**src/rtl/demux_4bit_dos_canales_pkg.sv**
```systemverilog
// Shared definitions for the two-channel nibble demultiplexer.
// Provides the channel select encoding and the default geometry.
package demux_pkg;

    localparam logic CH_A = 1'b0;
    localparam logic CH_B = 1'b1;

    localparam int DEF_WIDTH = 4;
    localparam int DEF_DEPTH = 2;

endpackage

```
**src/rtl/demux_4bit_dos_canales_if.sv**
```systemverilog
// Bus bundle between the nibble source, the demultiplexer and the two
// filter lanes. The master side drives the input word and the lane
// readies; the slave side (the demultiplexer) drives everything else.
// DEMUX_ALTERNATE_EN adds the in_alt strobe.
interface demux_4bit_dos_canales_if
    import demux_pkg::*;
#(
    parameter int WIDTH = DEF_WIDTH,
    parameter int DEPTH = DEF_DEPTH
);
    localparam int PTR_W = $clog2(DEPTH);

    logic [WIDTH-1:0] in_data;
    logic             in_sel;
    logic             in_valid;
    logic             in_ready;
`ifdef DEMUX_ALTERNATE_EN
    logic             in_alt;
`endif
    logic [WIDTH-1:0] a_data;
    logic             a_valid;
    logic             a_ready;
    logic [WIDTH-1:0] b_data;
    logic             b_valid;
    logic             b_ready;
    logic [PTR_W:0]   a_count;
    logic [PTR_W:0]   b_count;

    modport master (
`ifdef DEMUX_ALTERNATE_EN
        output in_alt,
`endif
        output in_data, in_sel, in_valid, a_ready, b_ready,
        input  in_ready, a_data, a_valid, b_data, b_valid, a_count, b_count
    );

    modport slave (
`ifdef DEMUX_ALTERNATE_EN
        input  in_alt,
`endif
        input  in_data, in_sel, in_valid, a_ready, b_ready,
        output in_ready, a_data, a_valid, b_data, b_valid, a_count, b_count
    );

endinterface

```
**src/rtl/demux_4bit_dos_canales_fifo.sv**
```systemverilog
// Small synchronous FIFO holding one channel's nibbles. The head entry is
// presented directly from storage; storage is cleared on reset so the head
// reads zero while empty after reset. Pushes when full and pops when empty
// are ignored.
module nibble_fifo
    import demux_pkg::*;
#(
    parameter int WIDTH = DEF_WIDTH,
    parameter int DEPTH = DEF_DEPTH,
    localparam int PTR_W = $clog2(DEPTH)
) (
    input  logic             clk,
    input  logic             reset,
    input  logic             push,
    input  logic             pop,
    input  logic [WIDTH-1:0] wdata,
    output logic [WIDTH-1:0] rdata,
    output logic             full,
    output logic             empty,
    output logic [PTR_W:0]   count
);

    localparam logic [PTR_W-1:0] PTR_ONE   = PTR_W'(1);
    localparam logic [PTR_W:0]   CNT_ONE   = (PTR_W + 1)'(1);
    localparam logic [PTR_W:0]   CNT_FULL  = (PTR_W + 1)'(DEPTH);

    // Pointer advance; DEPTH is a power of two so the wrap is natural.
    function automatic logic [PTR_W-1:0] ptr_inc(input logic [PTR_W-1:0] p);
        return p + PTR_ONE;
    endfunction

    logic [WIDTH-1:0] mem_r [DEPTH];
    logic [PTR_W-1:0] wr_ptr_r;
    logic [PTR_W-1:0] rd_ptr_r;
    logic [PTR_W:0]   count_r;
    logic             push_ok_s;
    logic             pop_ok_s;
    logic             full_s;
    logic             empty_s;

    // Occupancy flags and qualified push/pop strobes.
    always_comb begin
        full_s    = (count_r == CNT_FULL);
        empty_s   = (count_r == '0);
        push_ok_s = push & ~full_s;
        pop_ok_s  = pop & ~empty_s;
    end

    // Storage, pointers and occupancy count.
    always_ff @(posedge clk) begin
        if (reset) begin
            wr_ptr_r <= '0;
            rd_ptr_r <= '0;
            count_r  <= '0;
            for (int i = 0; i < DEPTH; i++) begin
                mem_r[i] <= '0;
            end
        end else begin
            if (push_ok_s) begin
                mem_r[wr_ptr_r] <= wdata;
                wr_ptr_r        <= ptr_inc(wr_ptr_r);
            end
            if (pop_ok_s) begin
                rd_ptr_r <= ptr_inc(rd_ptr_r);
            end
            case ({push_ok_s, pop_ok_s})
                2'b10:   count_r <= count_r + CNT_ONE;
                2'b01:   count_r <= count_r - CNT_ONE;
                default: count_r <= count_r;
            endcase
        end
    end

    assign rdata = mem_r[rd_ptr_r];
    assign full  = full_s;
    assign empty = empty_s;
    assign count = count_r;

endmodule

```
**src/rtl/demux_4bit_dos_canales.sv**
```systemverilog
// Registered 1-to-2 nibble demultiplexer. Each accepted input word is
// steered into channel A or B's FIFO; both channels drain independently.
// Optional feature macro: DEMUX_ALTERNATE_EN -- adds in_alt, which steers
// words alternately A, B, A, ... from an internal toggle instead of in_sel.
module demux_4bit_dos_canales
    import demux_pkg::*;
#(
    parameter int WIDTH = DEF_WIDTH,
    parameter int DEPTH = DEF_DEPTH,
    localparam int PTR_W = $clog2(DEPTH)
) (
    input  logic                       clk,
    input  logic                       reset,
    demux_4bit_dos_canales_if.slave    bus
);

    logic             eff_sel_s;
    logic             in_ready_s;
    logic             accept_s;
    logic             push_a_s;
    logic             push_b_s;
    logic             pop_a_s;
    logic             pop_b_s;
    logic             a_full_s;
    logic             a_empty_s;
    logic             b_full_s;
    logic             b_empty_s;
    logic [WIDTH-1:0] a_rdata_s;
    logic [WIDTH-1:0] b_rdata_s;
    logic [PTR_W:0]   a_count_s;
    logic [PTR_W:0]   b_count_s;

`ifdef DEMUX_ALTERNATE_EN
    logic toggle_r;

    // Alternation target: flips on every word accepted while in_alt is high.
    always_ff @(posedge clk) begin
        if (reset) begin
            toggle_r <= CH_A;
        end else if (accept_s && bus.in_alt) begin
            toggle_r <= ~toggle_r;
        end
    end

    // Effective target: toggle while alternating, in_sel otherwise.
    always_comb begin
        if (bus.in_alt) begin
            eff_sel_s = toggle_r;
        end else begin
            eff_sel_s = bus.in_sel;
        end
    end
`else
    // Effective target comes straight from in_sel.
    always_comb begin
        eff_sel_s = bus.in_sel;
    end
`endif

    // Ready depends only on the target's full flag, never on lane readies.
    always_comb begin
        if (eff_sel_s == CH_B) begin
            in_ready_s = ~b_full_s;
        end else begin
            in_ready_s = ~a_full_s;
        end
        accept_s = bus.in_valid & in_ready_s;
        push_a_s = accept_s & (eff_sel_s == CH_A);
        push_b_s = accept_s & (eff_sel_s == CH_B);
        pop_a_s  = ~a_empty_s & bus.a_ready;
        pop_b_s  = ~b_empty_s & bus.b_ready;
    end

    nibble_fifo #(.WIDTH(WIDTH), .DEPTH(DEPTH)) u_fifo_a (
        .clk   (clk),
        .reset (reset),
        .push  (push_a_s),
        .pop   (pop_a_s),
        .wdata (bus.in_data),
        .rdata (a_rdata_s),
        .full  (a_full_s),
        .empty (a_empty_s),
        .count (a_count_s)
    );

    nibble_fifo #(.WIDTH(WIDTH), .DEPTH(DEPTH)) u_fifo_b (
        .clk   (clk),
        .reset (reset),
        .push  (push_b_s),
        .pop   (pop_b_s),
        .wdata (bus.in_data),
        .rdata (b_rdata_s),
        .full  (b_full_s),
        .empty (b_empty_s),
        .count (b_count_s)
    );

    assign bus.in_ready = in_ready_s;
    assign bus.a_data   = a_rdata_s;
    assign bus.a_valid  = ~a_empty_s;
    assign bus.a_count  = a_count_s;
    assign bus.b_data   = b_rdata_s;
    assign bus.b_valid  = ~b_empty_s;
    assign bus.b_count  = b_count_s;

endmodule
```
**src/flat_wrapper.sv**
```systemverilog
// flat-port wrapper written by rule: the top's interface ports become plain ports
module demux_4bit_dos_canales_flat import demux_pkg::*;
#(
    parameter int WIDTH = DEF_WIDTH,
    parameter int DEPTH = DEF_DEPTH,
    localparam int PTR_W = $clog2(DEPTH)
)
  (clk, reset, bus_in_data, bus_in_sel, bus_in_valid, bus_a_ready, bus_b_ready, bus_in_ready, bus_a_data, bus_a_valid, bus_b_data, bus_b_valid, bus_a_count, bus_b_count);
  demux_4bit_dos_canales_if #(.WIDTH(WIDTH), .DEPTH(DEPTH)) bus_i ();
  input  logic clk;
  input  logic reset;
  input wire logic [$bits(bus_i.in_data)-1:0] bus_in_data;
  input wire logic [$bits(bus_i.in_sel)-1:0] bus_in_sel;
  input wire logic [$bits(bus_i.in_valid)-1:0] bus_in_valid;
  input wire logic [$bits(bus_i.a_ready)-1:0] bus_a_ready;
  input wire logic [$bits(bus_i.b_ready)-1:0] bus_b_ready;
  output wire logic [$bits(bus_i.in_ready)-1:0] bus_in_ready;
  output wire logic [$bits(bus_i.a_data)-1:0] bus_a_data;
  output wire logic [$bits(bus_i.a_valid)-1:0] bus_a_valid;
  output wire logic [$bits(bus_i.b_data)-1:0] bus_b_data;
  output wire logic [$bits(bus_i.b_valid)-1:0] bus_b_valid;
  output wire logic [$bits(bus_i.a_count)-1:0] bus_a_count;
  output wire logic [$bits(bus_i.b_count)-1:0] bus_b_count;
  assign bus_i.in_data = bus_in_data;
  assign bus_i.in_sel = bus_in_sel;
  assign bus_i.in_valid = bus_in_valid;
  assign bus_i.a_ready = bus_a_ready;
  assign bus_i.b_ready = bus_b_ready;
  assign bus_in_ready = bus_i.in_ready;
  assign bus_a_data = bus_i.a_data;
  assign bus_a_valid = bus_i.a_valid;
  assign bus_b_data = bus_i.b_data;
  assign bus_b_valid = bus_i.b_valid;
  assign bus_a_count = bus_i.a_count;
  assign bus_b_count = bus_i.b_count;
  demux_4bit_dos_canales #(.WIDTH(WIDTH), .DEPTH(DEPTH)) u_core (.clk(clk), .reset(reset), .bus(bus_i));
endmodule
```
**config.mk**
```make
export PLATFORM = sky130hd
export DESIGN_NAME = demux_4bit_dos_canales_flat
export DESIGN_NICKNAME = d
export VERILOG_FILES = /design/src/rtl/demux_4bit_dos_canales_pkg.sv /design/src/rtl/demux_4bit_dos_canales_if.sv /design/src/rtl/demux_4bit_dos_canales_fifo.sv /design/src/rtl/demux_4bit_dos_canales.sv /design/src/flat_wrapper.sv
export SDC_FILE = /design/constraint.sdc
export NUM_CORES = 1
export LEC_CHECK = 0
export BUFFER_PORTS_ARGS = -buffer_cell sky130_fd_sc_hd__buf_2
export CAP_MARGIN = 30
export CORE_ASPECT_RATIO = 0.75
export CORE_MARGIN = 2
export CORE_UTILIZATION = 45
export DETAILED_ROUTE_END_ITERATION = 8
export PLACE_DENSITY = 0.73
export SLEW_MARGIN = 20
export SYNTH_ARGS = -nofsm -noshare
export SYNTH_HDL_FRONTEND = slang
export SYNTH_SLANG_ARGS = --single-unit
export TNS_END_PERCENT = 100
```
**constraint.sdc**
```tcl
create_clock -name clk -period 2.4 [get_ports clk]
set_input_delay 0.12 -clock clk [delete_from_list [all_inputs] [get_ports clk]]
set_output_delay 0.12 -clock clk [all_outputs]
set_load 0.005 [all_outputs]
```
# Word level (Yosys, flattened, before mapping)
# Memory sizes are Yosys's and may differ from the RTL's. A register that Yosys moved wholly into a read port is not among the register bits.
# Index checks and enable logic that the tools add are counted.
[totals]
romBits = 0
inputBits = 10
latch_bits = 0
n_memories = 2
output_inout_bits = 15
register_bits = 8
ram_bits = 16
word_cells = 63
[classes]
multipliers = 0
add_sub_neg = 8
mux = 21
order_cmp = 0
n_eq_ne = 6
n_shift = 0
reduce_logical = 6
bitwise = 14
div = 0
[mem_list]
columns = ["memory", "depth", "word_bits", "rd", "rd_ports_with_merged_regs", "wr", "line", "rtl"]
rows = [
  ["u_core.u_fifo_a.mem_r", 2, 4, 1, 1, 2, "demux_4bit_dos_canales_fifo.sv:32", "logic [WIDTH-1:0] mem_r [DEPTH];"],
  ["u_core.u_fifo_b.mem_r", 2, 4, 1, 1, 2, "demux_4bit_dos_canales_fifo.sv:32", ""],
]
[ops]
columns = ["operator", "count"]
rows = [
  ["$mux 1", 17],
  ["$and 1x1->1", 9],
  ["$eq 2x2->1 const B", 4],
  ["$mux 4", 2],
  ["$pmux 2 s2", 2],
  ["$reduce_or 4->1", 2],
  ["$not 1->1", 5],
  ["$add 1x1->1 const B", 4],
  ["$add 2x1->2 const B", 2],
  ["$eq 2x1->1 const B", 2],
  ["$logic_not 2->1", 2],
  ["$reduce_bool 2->1", 2],
  ["$sub 2x1->2 const B", 2],
]

# Depth between registers and ports, before layout
[depth]
ltp_word = 11
mapped_depth = 6
mapped_depth_nobuf = 6

# Hierarchy
# From an unflattened synthesis, not the netlist that was laid out.
[hier_totals]
hier_cells = 113
hier_area_um2 = 1207.4
[by_module_without_submodules]
columns = ["mod", "cells_each", "area_each_um2", "seq_area_each_um2", "instances"]
rows = [
  ["nibble_fifo", 53, 580.6, 340.3, 2],
  ["demux_4bit_dos_canales", 7, 46.3, 0.0, 1],
]

# Least setup slack after synthesis
# No wires, ideal clock.
[synth_path]
kind = "reg-to-reg"
start = "reg u_core.u_fifo_a.count_r[0] (netlist: u_core.u_fifo_a.count[0])"
end = "reg u_core.u_fifo_a.count_r[1] (netlist: u_core.u_fifo_a.count[1])"
path_stages_with_launch = 6
setup_time_ps = 70
path_slack_ps = 595
path_buffers = 0
synth_period_minus_slack_ps = 1805
t_arrival_ps = 1734
t_required_ps = 2330
cell_sequence = "dfxtp_1 nor2b_1 or3b_1 ha_1 or3_1 a21oi_1"
[synth_via]
elab_chain_len = 8
elab_cells_between_ends = 16
classes_between = "add/sub (2); eq/ne (3); mux (2); bitwise (7); reduce/logical (2)"
[synth_lines]
columns = ["element", "line", "rtl"]
rows = [
  ["from (decl)", "demux_4bit_dos_canales_fifo.sv:35", "logic [PTR_W:0] count_r;"],
  ["from (signal assigned)", "demux_4bit_dos_canales_fifo.sv:67", "2'b10: count_r <= count_r + CNT_ONE;"],
  ["from (signal assigned)", "demux_4bit_dos_canales_fifo.sv:68", "2'b01: count_r <= count_r - CNT_ONE;"],
  ["from (signal assigned)", "demux_4bit_dos_canales_fifo.sv:69", "default: count_r <= count_r;"],
  ["$eq 2x2->1", "demux_4bit_dos_canales_fifo.sv:43", "full_s = (count_r == CNT_FULL);"],
  ["$not 1->1", "demux_4bit_dos_canales_fifo.sv:45, demux_4bit_dos_canales.sv:65", ""],
  ["$mux 1", "demux_4bit_dos_canales.sv:62", "if (eff_sel_s == CH_B) begin"],
  ["$and 1x1->1", "demux_4bit_dos_canales.sv:67", "accept_s = bus.in_valid & in_ready_s;"],
  ["$and 1x1->1", "demux_4bit_dos_canales.sv:68", "push_a_s = accept_s & (eff_sel_s == CH_A);"],
  ["$and 1x1->1", "demux_4bit_dos_canales_fifo.sv:45", "push_ok_s = push & ~full_s;"],
  ["$eq 2x1->1 / $eq 2x2->1 (equally long branches)", "demux_4bit_dos_canales_fifo.sv:66", "case ({push_ok_s, pop_ok_s})"],
  ["$pmux 2 s2 / $reduce_bool 2->1 (equally long branches)", "n/a", ""],
]
# Several ways; a longest one is shown, not always the timed one.
# A chain may end at the register's enable or synchronous reset.

# Final worst setup path
# Ends and elaborated chain as after synthesis.

==> out/results.txt <==
Power Dens Cells: 897.3 nW/um^2
synth cell count leaders: and2_1, edfxtp_1, dfxtp_1, nor2_1
min Tclk post-route: 1958 ps
sequential cell area: 680.7 sq um
TritonCTS buffer count: 3
post-synthesis sequential area ratio: 0.5702
Max Slew Vio Count: 0
biggest cell delay along the critical path: 470 ps
Logic pwr share: 0.272
peak fanout along the critical path: 6
syn_nets: 105
via count: 758
Residual DRC: 0
die height: 48.61 um
die area: 3085 sq um
sequential share of power: 0.489
largest net degree at the start of global routing: 16
Max Cap Viol: 0
final non-filler cell total: 156
Worst slew margin: 0.6793
via count of the first global-routing pass: 703
Area Overhead vs Synth: 17.92%
gr usage total: 0.1353
antenna violations before repair: 0
Core ar.: 2562 sq um
Initial DRT Pass Iterations: 3
routed length per placed instance: 13.28 um
share of synthesized registers carrying an async set or reset: 0
multi-input logic area: 509.2 sq um
Layout Nets: 133
status: finished, final reports clean
crit path cell chain: nor2b_1, or3b_1, ha_1, or3_1, a21oi_1
Syn Area/Cell: 12.83 sq um
Yosys top cell area share: 0.4025
Setup Buffers After CTS: 0
Die Span X: 63.47 um
CTS clock-pin slew for the worst setup and hold paths: 150 ps
period utilisation layout: 0.8158
Clock Skew: 4.826 ps
ys flop type: edfxtp_1
Mapped Area: 1194 sq um
min-delay worst type: input port to register
first-pass GRT wire length: 3263 um
deepest clock path buffer count: 2
Sink Count: 26
switching power: 0.3534 mW
fillers: 244
Crit. End Element: register
row count: 16
Synth cell types: 25
Worst EP arrival: 2220 ps
Internal Power: 0.9096 mW
cell count after synthesis: 93
Via density: 4.859
Worst-Skew Late Latency: 320 ps
n_diodes: 0
maximum VDD drop: 653.7 uV
share of post-route cells with drive strength above 1: 0.3000
Final TNS setup: 0 ps
CTS tree: done
final hold violation count: 0
Hold Buf Count CTS: 0
final RePlAce weighted congestion: 0.7193
#FFs+latches synth: 26
WS Path Type: register to register
Final setup viols: 0
cell total after placement: 152
Peak Freq: 510.8 MHz
Post-DRT Antenna Nets: 0
# IOs: 25
Synth area leader: edfxtp_1
GR Overflow Total: 0
initial DRC count: 8
Total Wirelength: 2071 um
port buffer count: 24
Root Buffer: clkbuf_4
Clock Power Share: 0.239
DPL Wire Length: 1504 um
Worst EP required: 2660 ps
CP max stage cell: dfxtp_1
Net Sw Frac: 0.2798
Leak: 0.5904 nW
PostCTS Resize Cnt: 0
Layout Utilization: 0.5493
Initial Utilization: 0.4658
most area-consuming cells after synthesis: edfxtp_1, dfxtp_1, and2_1, mux2_1, mux2_2
slew of the pin with the lowest slew margin: 477.0 ps
RSZ-0062 raised after global routing: false
yosys warns: 0
H-tree depth: 1
Post-synth EDFFs: 16
crit start category: register
kinds of logic (layout without fill, tap and decap cells):
group,Yosys count,after routing,synth area share
DFF,26,26,0.5702
adders and majority gates,2,2,0.02096
buffers and inverters,1,28,0.003142
and+or+nand+nor,39,39,0.2233
muxes,9,9,0.08385
AOI/OAI and AO/OA,10,10,0.05450
xor gates and xnor gates,6,6,0.04402
critical path: cells and delay by family (launching register included):
kind / cells / cell delay [ps]
and+or+nand+nor: 3 / 940
AOI/OAI and AO/OA: 1 / 140
adders and majority gates: 1 / 350
DFF: 1 / 470
stage by stage:
stage	power, mW	setup slack (ps)	area, sq um	hold slack, ps
final	1.263	442.2	1408	112.0
after global routing	1.334	318.2	1408	101.4
after CTS	1.274	435.3	1408	105.1
after detailed placement	0.9724	486.2	1355	451.6
after global placement	0.9596	574.7	1355	449.5
after floorplan	0.8423	595.4	1194	303.1
area by class of cell:
cell class | instances | share of cell area
clock buffers | 3 | 0.01600
clock inverters | 1 | 0.02133
multi-input cells | 66 | 0.3618
flip-flops and latches | 26 | 0.4836
well taps | 36 | 0.03200
repair buffers | 24 | 0.08533
worst paths after layout:
kind / slack [ps] / to / startpoint / cells past startpoint
worst min register to register: 530 / register / u_core.u_fifo_a.rd_ptr_r / 2
worst max-delay path: 440 / u_core.u_fifo_a.count[1] / u_core.u_fifo_a.count[0] / 5
worst max register to register: 440 / u_core.u_fifo_a.count[1] / u_core.u_fifo_a.count[0] / 5
worst min-delay path: 110 / u_core.u_fifo_b.mem_r[1][2] / bus_in_data[2] / 2
registers in the layout, indices dropped and copies added (netlist names), named ones only:
register,cells
u_core.u_fifo_a.mem_r,8
u_core.u_fifo_b.mem_r,8
u_core.u_fifo_a.count,2
u_core.u_fifo_b.count,2
u_core.u_fifo_a.rd_ptr_r,1
u_core.u_fifo_a.wr_ptr_r,1
u_core.u_fifo_b.rd_ptr_r,1
u_core.u_fifo_b.wr_ptr_r,1
cells in the final DEF (no fill, tap or decap), drive strengths merged:
cell    Yosys  routed
buf         0      24
and2       16      16
edfxtp     16      16
dfxtp      10      10
mux2        8       8
nor2        6       6
nor2b       4       4
or2         4       4
xnor2       4       4
clkbuf      1       3
o21a        2       2
o21bai      2       2
nor4b       2       2
a21o        2       2
o21ai       2       2
or3         2       2
a21oi       2       2
xor2        2       2
ha          2       2
nand3b      1       1
or3b        1       1
nand2b      1       1
nor4bb      1       1
mux2i       1       1
nor4        1       1
bufinv      0       1
per-layer routing:
layer | GRT usage | up-vias | wire, um
li1 | - | 384 | -
met1 | 0.1916 | 354 | 1047
met2 | 0.2105 | 20 | 910
met3 | 0.04651 | 0 | 114
met4 | 0.01087 | 0 | 0
met5 | 0 | - | 0
power by group through the flow:
stage	Sequential [mW]	Combinational [mW]	Clock, mW
final	0.618	0.343	0.302
after detailed placement	0.629	0.344	0
after floorplan	0.614	0.228	0
after global placement	0.622	0.338	0
after global routing	0.629	0.380	0.325
after CTS	0.619	0.347	0.308
(Power assumes the default switching activity.)
